[src/rtl/bcd_multi_to_binary.sv]
// bcd_multi_to_binary: iterative packed-BCD to unsigned binary converter.
// One digit per clock, MSD first; a non-decimal nibble raises out_err and zeroes the result.
module bcd_multi_to_binary #(
  parameter int DIGITS = 4,
  parameter int BIN_W  = 14
) (
  input  logic                clk,
  input  logic                rst,
  input  logic                in_valid,
  output logic                in_ready,
  input  logic [4*DIGITS-1:0] bcd_in,
  output logic                out_valid,
  input  logic                out_ready,
  output logic [BIN_W-1:0]    out_bin,
  output logic                out_err
);

  localparam int CNT_W = (DIGITS > 1) ? $clog2(DIGITS) : 1;
  localparam logic [CNT_W-1:0] LAST = CNT_W'(DIGITS - 1);

  typedef enum logic [1:0] {
    IDLE,
    CONV,
    DONE
  } state_t;

  state_t              state;
  logic [4*DIGITS-1:0] shreg;
  logic [BIN_W-1:0]    acc;
  logic                err;
  logic [CNT_W-1:0]    cnt;

  logic [3:0]          digit;
  logic                digit_bad;
  logic [BIN_W-1:0]    acc_x10;
  logic [BIN_W-1:0]    acc_next;
  logic                err_next;

  assign in_ready  = (state == IDLE) && !rst;
  assign digit     = shreg[4*DIGITS-1 -: 4];
  assign digit_bad = (digit > 4'd9);
  assign acc_x10   = (acc << 3) + (acc << 1);
  // An invalid nibble adds nothing; only err remembers it.
  assign acc_next  = acc_x10 + (digit_bad ? '0 : BIN_W'(digit));
  assign err_next  = err | digit_bad;

  always_ff @(posedge clk) begin
    if (rst) begin
      state     <= IDLE;
      shreg     <= '0;
      acc       <= '0;
      err       <= 1'b0;
      cnt       <= '0;
      out_valid <= 1'b0;
      out_bin   <= '0;
      out_err   <= 1'b0;
    end else begin
      case (state)
        IDLE: begin
          out_valid <= 1'b0;
          if (in_valid) begin
            shreg <= bcd_in;
            acc   <= '0;
            err   <= 1'b0;
            cnt   <= '0;
            state <= CONV;
          end
        end
        CONV: begin
          acc   <= acc_next;
          err   <= err_next;
          shreg <= shreg << 4;
          cnt   <= cnt + 1'b1;
          if (cnt == LAST) begin
            out_bin   <= err_next ? '0 : acc_next;
            out_err   <= err_next;
            out_valid <= 1'b1;
            state     <= DONE;
          end
        end
        DONE: begin
          if (out_ready) begin
            out_valid <= 1'b0;
            state     <= IDLE;
          end
        end
        default: begin
          out_valid <= 1'b0;
          state     <= IDLE;
        end
      endcase
    end
  end

endmodule
[config.mk]
export PLATFORM = sky130hd
export DESIGN_NAME = bcd_multi_to_binary
export DESIGN_NICKNAME = d
export VERILOG_FILES = /design/src/rtl/bcd_multi_to_binary.sv
export SDC_FILE = /design/constraint.sdc
export NUM_CORES = 1
export LEC_CHECK = 0
export ABC_AREA = 1
export BUFFER_PORTS_ARGS = -buffer_cell sky130_fd_sc_hd__buf_4
export CAP_MARGIN = 15
export CORE_MARGIN = 2
export CORE_UTILIZATION = 30
export DETAILED_ROUTE_END_ITERATION = 8
export PLACE_DENSITY_LB_ADDON = 0.15
export SETUP_SLACK_MARGIN = 0.15
export SYNTH_ARGS = -nofsm -noshare
export SYNTH_HDL_FRONTEND = slang
export SYNTH_SLANG_ARGS = --single-unit
[constraint.sdc]
create_clock -name clk -period 5.7 [get_ports clk]
set_input_delay 1.14 -clock clk [delete_from_list [all_inputs] [get_ports clk]]
set_output_delay 1.14 -clock clk [all_outputs]
set_load 0.01 [all_outputs]
Word level (Yosys, flattened, before mapping)
Cells that the tools add are included.
{"block": "op_classes", "add_sub_neg": 3, "n_reduce_logical": 8, "muxes": 17, "magnitude_cmp": 1, "n_eq_ne": 6, "n_bitwise": 1}
{"operator": "16-bit case mux with 2 select lines", "count": 1}
{"operator": "13-bit case mux with 2 select lines", "count": 1}
{"operator": "16-bit 2-to-1 mux", "count": 1}
{"operator": "14-bit adder", "count": 1}
{"operator": "14-bit by 4-bit adder with 14-bit output", "count": 1}
{"operator": "14-bit 2-to-1 mux", "count": 1}
{"operator": "13-bit 2-to-1 mux", "count": 1}
{"operator": "2-bit 2-to-1 mux", "count": 4}
{"operator": "2-bit inequality test, second input constant", "count": 3}
{"operator": "2-bit case mux with 3 select lines", "count": 1}
{"operator": "2-bit AND reduction", "count": 3}
{"operator": "2-bit equality test, second input constant", "count": 2}
{"operator": "4-bit greater-than comparator, second input constant", "count": 1}
{"operator": "4-bit 2-to-1 mux", "count": 1}
{"operator": "1-bit case mux with 2 select lines", "count": 2}
{"operator": "2-bit case mux with 2 select lines", "count": 1}
{"operator": "1-bit 2-to-1 mux", "count": 3}
{"operator": "3-bit AND reduction", "count": 1}
{"operator": "2-bit by 1-bit adder with 2-bit output, second input constant", "count": 1}
{"operator": "2-bit by 1-bit equality test with 1-bit output, second input constant", "count": 1}
{"operator": "2-bit logical NOT", "count": 1}
{"operator": "2-bit nonzero test", "count": 1}
{"operator": "1-bit logical AND", "count": 1}
{"operator": "1-bit logical NOT", "count": 1}
{"operator": "1-bit OR", "count": 1}
{"block": "totals", "in_bits": 20, "output_inout_bits": 17, "regBits": 50, "wordCells": 44}

Longest topological paths before layout
Gate-level depths: netlist of the first run.
{"block": "logic_depth", "word_depth": 4, "ltp_mapped": 14, "ltp_nobuf": 14}

Least setup slack after synthesis of the first run
OpenSTA, ideal clock, no wires.
{"block": "synth_path", "path_type": "input -> output", "from": "input port rst", "to": "output port in_ready", "cell_stages": 2, "required_time_ns": 4.560, "path_slack_ns": 3.001, "arrival_time_ns": 1.559, "n_path_buf": 1, "path_cell_list": "buf_2 nor3_1"}
{"block": "synth_between", "elab_chain_len": 2}
{"element": "from (decl)", "line": "8", "rtl": "input logic rst,"}
{"element": "1-bit logical NOT", "line": "39", "rtl": "assign in_ready = (state == IDLE) && !rst;"}
{"element": "1-bit logical AND", "line": "39"}
{"element": "to (decl)", "line": "10", "rtl": "output logic in_ready,"}
Every way passes these cells.

Worst setup path after layout of the first run
Same ends and word-level chain as after synthesis.

==> run metrics, run 1 <==
status=finished, final reports clean; Worst-Margin Slew=812 ps; Routed Antenna Nets=0; Hold Path Class=flop to flop; Tcrit/Tclk final=52.8%; postcts setup bufs=0; PortBufs=36; synth warn=0; Core Box Area=between 0.009 and 0.01 sq mm; Mapped Cells=396; post-CTS sizing=0; worst path arrival time=1870 ps; CP endpoint kind=output port; Net Count, Synth=441; Final Max Tran Viols=0; Clk pin slew, worst setup/hold paths=90 ps; Die Y=102 um; RSZ-0062 raised after global routing=no; top cell type's share of synthesized area=34.4%; routed wire length=7000 um; power per cell area=roughly 200 mW/mm^2; worst reg2reg setup slack=3100 ps; first-pass detailed-route iteration total=4; Slowest Stage Delay on Critical Path=470 ps; CTS tree=done; routed len/inst=12.7 um; Setup Viol. Count Final=0; Die Wd=a little over 100 um; largest net degree at the start of global routing=49; initial DRC count=50; Buffers & Inverters on Critical Path=2; CP required=4560 ps; DRC=0; critical path's top delay family=buffers and inverters; #FFs+latches synth=50; hold buffers post-CTS=0; top_reg_cell synth=dfxtp_1; Synth area leader=dfxtp_1; Initial Utilization=31.2%; # H-tree levels=2; Slowest cell on crit path=buf_4; Final WS setup=around 2700 ps; total CTS buffers=5; Via density=4.52; most frequent CP cell=buf_4; post-layout min period=3010 ps; Antenna diodes=0; initial antenna violation count=0; Max Buffers Root-to-Sink=2; Nets=468; Mapped Avg Cell Area=7.35 sq um; Area Overhead vs Synth=13.8%; Vias=between 2000 and 2500; # Max-Cap Violations=0; Cell Area, Placed=0.00322 sq mm; sequential cell area fraction in the yosys report=34.4%; setup tns final=0 ps; ranking of synthesized cells by area=dfxtp_1 34%, nand2_1 14%, ha_1 9.9%, a21oi_1 6.4%, inv_1 4.6%; design area=0.00331 sq mm; crit start category=primary input; Max Fanout on Critical Path=48; Post-synth ARST share=0%; Mapped Area=0.00291 sq mm; gpl congestion=0.782; GRT Residual Overflow=0; Post-synth EDFFs=0; Placement Setup Slack=2670 ps; Fin. Hold Viols=0; fraction of layout cells with a size suffix above 1=18.9%; fmax=332 MHz; leak pwr=1.54 nW; Total GRT Usage=14.1%; Root Driver=clkbuf_8; crit-path cells=buf_4 > nor3_1 > buf_4; later-pin clock latency in the skew report=300 ps; num rows=35; first-pass GRT wire length=11600 um; die area=0.0105 sq mm; Distinct cells, synth=36; # IOs=37; DP HPWL=5080 um; clock sinks=50; Worst Path Class, Setup=primary input to output port; Rel. slew slack=between 40% and 50%; Setup Skew=3.68 ps; number of global-route vias before repair=2376; worst vdd ir=88.8 uV
==> path summary, 6_finish.rpt <==
path                               to                   start  cells past startpoint
setup reg to reg  acc[7]$_SDFFE_PP0P_  shreg[14]$_SDFFE_PP0P_                     12
hold / removal    cnt[0]$_SDFFE_PP0P_     cnt[0]$_SDFFE_PP0P_                      1
hold reg to reg   cnt[0]$_SDFFE_PP0P_     cnt[0]$_SDFFE_PP0P_                      1
setup / recovery             in_ready                     rst                      3
==> final cells by class <==
class                           instances  area, sq um
Fill cell                            1046         6020
Clock buffer                            6         82.6
Timing Repair Buffer                   36          270
Sequential cell                        50         1000
Clock inverter                          2         12.5
Inverter                               40          155
Multi-Input combinational cell        290         1630
Tap cell                              129          161
==> stage by stage <==
| stage | hold slack (ps) | utilization, % | total power [mW] | cells |
|---|---|---|---|---|
| CTS | 464 | 35.5 | 0.691 | 553 |
| global route | 485 | 35.5 | 0.714 | 553 |
| detailed placement | 449 | 34.5 | 0.466 | 545 |
| floorplan | 428 | - | 0.446 | 396 |
| global placement | 450 | 34.5 | 0.466 | 545 |
| finish | 460 | 35.5 | 0.676 | 553 |
==> state kept, by name, summed over array words and instances, names as in the netlist <==
signal / cells
err: 1
shreg: 16
out_bin: 14
state: 2
out_valid: 1
out_err: 1
acc: 13
cnt: 2
==> worst register-to-register path, stage by stage, from the launching register on <==
cell and delay [ps]:
dfxtp_1 330, o21ai_1 240, nand2_1 130, fa_1 550, inv_1 60, ha_1 300, nand3_1 90, nand3_1 160
nand2_1 110, nand2_1 70, or2_2 290, nand3_1 80, a21oi_1 60
==> power by group <==
part	switching [mW]	total [mW]	internal (mW)	leakage (nW)
Sequential	0.00847	0.370	0.361	0.406
Clock	0.122	0.220	0.0978	0.0472
Combinational	0.0542	0.0868	0.0326	1.09
==> logic make-up (layout without fill, tap and decap cells) <==
family          after synthesis  count (layout)  synth area share (%)
fa+ha+maj                    25              25                  11.3
compound gates               67              67                  13.7
buf+inv                      56              84                  9.67
flops                        50              50                  34.4
xor+xnor                      4               4                  1.20
simple gates                194             194                  29.8
==> routing by layer <==
metal  GRT usage (%)  vias up  part of all wire (%)
met1            19.0     1131                    49
met4            3.08        0                  0.89
met3            2.58        8                   2.3
met5               0        -                     0
li1                -     1331                     -
met2            23.8       27                    48
==> cell usage after synthesis (2+ instances only) <==
library cell / count
nand2_4: 2
nand2_1: 112
buf_6: 3
o21ai_0: 11
inv_1: 36
xor2_1: 3
clkbuf_1: 3
buf_2: 4
nand3_1: 24
nand4_1: 3
buf_4: 3
nand3b_1: 5
nor2_1: 30
fa_1: 2
a22oi_1: 2
nand2_2: 11
a21oi_1: 37
or2_2: 2
a21oi_2: 13
ha_1: 23
inv_4: 2
inv_2: 2
dfxtp_1: 50
==> cell usage in the layout, fill, tap and decap left out, drive strengths merged, types with 2 or more instances in the layout <==
| cell type | Yosys | final |
|---|---|---|
| a21oi | 50 | 50 |
| a22oi | 2 | 2 |
| buf | 13 | 36 |
| clkbuf | 3 | 6 |
| dfxtp | 50 | 50 |
| fa | 2 | 2 |
| ha | 23 | 23 |
| inv | 40 | 40 |
| nand2 | 125 | 125 |
| nand3 | 25 | 25 |
| nand3b | 5 | 5 |
| nand4 | 3 | 3 |
| nor2 | 32 | 32 |
| o21ai | 12 | 12 |
| or2 | 2 | 2 |
| xor2 | 3 | 3 |
Power figures use the tool's default switching activity.
==> run 2: changes to the inputs <==
--- a/config.mk
+++ b/config.mk
@@ -5,7 +5,7 @@
 export SDC_FILE = /design/constraint.sdc
 export NUM_CORES = 1
 export LEC_CHECK = 0
-export ABC_AREA = 1
+export ABC_AREA = 0
 export BUFFER_PORTS_ARGS = -buffer_cell sky130_fd_sc_hd__buf_4
 export CAP_MARGIN = 15
 export CORE_MARGIN = 2
==> constraint.sdc (replaced) <==
create_clock -name clk -period 3 [get_ports clk]
set_input_delay 0.6 -clock clk [delete_from_list [all_inputs] [get_ports clk]]
set_output_delay 0.6 -clock clk [all_outputs]
set_load 0.01 [all_outputs]
==> run 2 against run 1 <==
Clock skew increased by 4.3 ps. Non-clock buffer count increased by 4. Combinational power rose by 87%. Clock power grew 100%. Setup slack lost 2400 ps. Power increased by 94%. Final cell count down 19%.
==> run metrics, run 2 <==
Worst Path Class, Setup=flop to flop; # H-tree levels=2; Clk pin slew, worst setup/hold paths=100 ps; Tcrit/Tclk final=88.8%; synth warn=0; critical path's top delay family=adder cells; leak pwr=1.41 nW; gpl congestion=0.797; Setup Skew=7.98 ps; fin util=36.2%; DRC=0; Routed Antenna Nets=0; PortBufs=36; Distinct cells, synth=50; worst reg2reg setup slack=~340 ps; Max Fanout on Critical Path=5; CP endpoint kind=flop; power per cell area=roughly 420 mW/mm^2; sequential cell area fraction in the yosys report=37.2%; Mapped Area=0.00269 sq mm; # Max-Cap Violations=0; Die Y=~99 um; status=finished, final reports clean; crit start category=flop; Synth area leader=dfxtp_1; Buffers & Inverters on Critical Path=0; Final Max Tran Viols=0; reg2reg path depth=9; first-pass detailed-route iteration total=5; initial antenna violation count=0; routed wire length=6730 um; Net Count, Synth=357; Setup Viol. Count Final=0; GRT Residual Overflow=0; Levels on crit path=9; largest net degree at the start of global routing=47; top_reg_cell synth=dfxtp_1; Cell Area, Placed=0.00305 sq mm; initial DRC count=75; Nets=386; first-pass GRT wire length=11400 um; routed len/inst=between 10 and 15 um; fmax=375 MHz; ranking of synthesized cells by area=dfxtp_1 37%, ha_1 11%, nor2_1 6.0%, a22oi_1 4.5%, nand2_1 3.9%; commonest non-fill, non-tap cell in the layout=dfxtp_1; Via density=5.34; Initial Utilization=just over 30%; CTS tree=done; worst path arrival time=between 2000 and 3000 ps; # IOs=37; crit-path cells=nor2_1 > nand2_1 > fa_1 > fa_1 > nor2b_4 > o31a_1 > o211ai_1 > a2111oi_1 > a311o_1; Root Driver=clkbuf_8; Core Box Area=0.00872 sq mm; worst setup path end=acc[10]$_SDFFE_PP0P_; number of global-route vias before repair=2309; Rel. slew slack=53.1%; design area=between 0.003 and 0.004 sq mm; setup tns final=0 ps; Die Wd=98.7 um; post-layout min period=2660 ps; Worst Setup SP=shreg[13]$_SDFFE_PP0P_; Worst-Margin Slew=699 ps; worst vdd ir=174 uV; Post-synth EDFFs=0; Total GRT Usage=14.3%; later-pin clock latency in the skew report=300 ps; die area=0.00974 sq mm; Slowest Stage Delay on Critical Path=510 ps; total CTS buffers=5; Mapped Avg Cell Area=8.63 sq um; count leader, synth=dfxtp_1; Fill cells=around 910; Slowest cell on crit path=fa_1; Fin. Hold Viols=0; clock sinks=50; Area Overhead vs Synth=17.2%; r2r startpoint=shreg[13]$_SDFFE_PP0P_; top cell type's share of synthesized area=between 30% and 40%; CP required=approximately 3300 ps; Post-synth ARST share=0%; Mapped Cells=312; Top Registers=shreg x16, out_bin x14, acc x13; RSZ-0062 raised after global routing=no; most frequent CP cell=fa_1; DP HPWL=4910 um; Hold Path Class=flop to flop; max FFs per register=16; Max Buffers Root-to-Sink=2; fraction of layout cells with a size suffix above 1=16.7%; most frequent cells in the layout=50 x dfxtp_1, 43 x nor2_1, 40 x buf_4, 28 x nand2_1, 23 x ha_1; Post-synth top cells=50 x dfxtp_1, 43 x nor2_1, 28 x nand2_1; #FFs+latches synth=50; reg2reg end=acc[10]$_SDFFE_PP0P_; hold buffers post-CTS=0; register with the most flip-flops=shreg; num rows=34; Antenna diodes=0; Vias=between 2000 and 2500
## run 2: final cells by class
type                       instances  area (sq um)  share of cell area [%]
clock buffer                       7          96.3                    3.05
inverter                          10          37.5                    1.19
timing repair buffer              40           300                    9.52
sequential                        50          1000                    31.7
clock inverter                     1          8.76                   0.278
tap                              108           135                    4.28
multi-input combinational        234          1580                    50.0
## run 2: layer usage
metal / routed length, um / part of all wire, % / GRT usage (%) / vias to the layer above
met4: 44 / 0.65 / 3.58 / 0
met3: 202 / 3.0 / 2.84 / 4
met2: 3130 / 46 / 23.1 / 42
met1: 3360 / 50 / 19.8 / 1144
met5: 0 / 0 / 0 / -
li1: - / - / - / 1213
## run 2: worst min-delay path by stage
stage / startpoint / endpoint / slack (ps) / cells after the start
4_1_cts: out_bin[13]$_SDFFE_PP0P_ / out_bin[13]$_SDFFE_PP0P_ / 470 / 2
2_1_floorplan: cnt[0]$_SDFFE_PP0P_ / cnt[0]$_SDFFE_PP0P_ / 440 / 1
5_1_grt: out_bin[13]$_SDFFE_PP0P_ / out_bin[13]$_SDFFE_PP0P_ / 500 / 2
6_report: out_bin[13]$_SDFFE_PP0P_ / out_bin[13]$_SDFFE_PP0P_ / 470 / 2
3_5_place_dp: out_bin[13]$_SDFFE_PP0P_ / out_bin[13]$_SDFFE_PP0P_ / 460 / 2
3_3_place_gp: out_bin[13]$_SDFFE_PP0P_ / out_bin[13]$_SDFFE_PP0P_ / 450 / 2
## run 2: report_power, final
group | internal, mW | leakage [nW] | switching [mW]
logic | 0.0689 | 0.948 | 0.0926
registers | 0.688 | 0.407 | 0.0210
clock network | 0.212 | 0.0544 | 0.232
## run 2: kinds of logic (layout without fill, tap and decap cells)
family / Yosys count / count (layout) / synth area share [%]
compound gates: 88 / 88 / 24.4
xor+xnor: 4 / 4 / 1.30
fa+ha+maj: 25 / 25 / 12.2
buf+inv: 28 / 58 / 4.28
flops: 50 / 50 / 37.2
mux: 1 / 1 / 0.418
simple gates: 116 / 116 / 20.2
## run 2: timing repair
item / in CTS / in global routing
endpoints found under the hold margin: 0 / 0
resized for setup: 0 / 1
buffers inserted: 0 / 0
endpoints found under the setup margin: 0 / 1
## run 2: worst register-to-register path, delay by kind of cell, from the launching register on
kind / cells / cell delay [ps]
DFF: 1 / 350
and+or+nand+nor: 3 / 320
adders and majority gates: 2 / 1000
AOI/OAI and AO/OA: 4 / 930
## run 2: metrics by stage
| step | hold slack, ps | std cells | total power [mW] | setup WS [ps] |
|---|---|---|---|---|
| after floorplan | 444 | 312 | 0.829 | 518 |
| after global placement | 450 | 442 | 0.888 | 407 |
| after detailed placement | 458 | 442 | 0.888 | 357 |
| after CTS | 472 | 450 | 1.34 | 321 |
| after global routing | 497 | 450 | 1.39 | 163 |
| final | 465 | 450 | 1.31 | 336 |
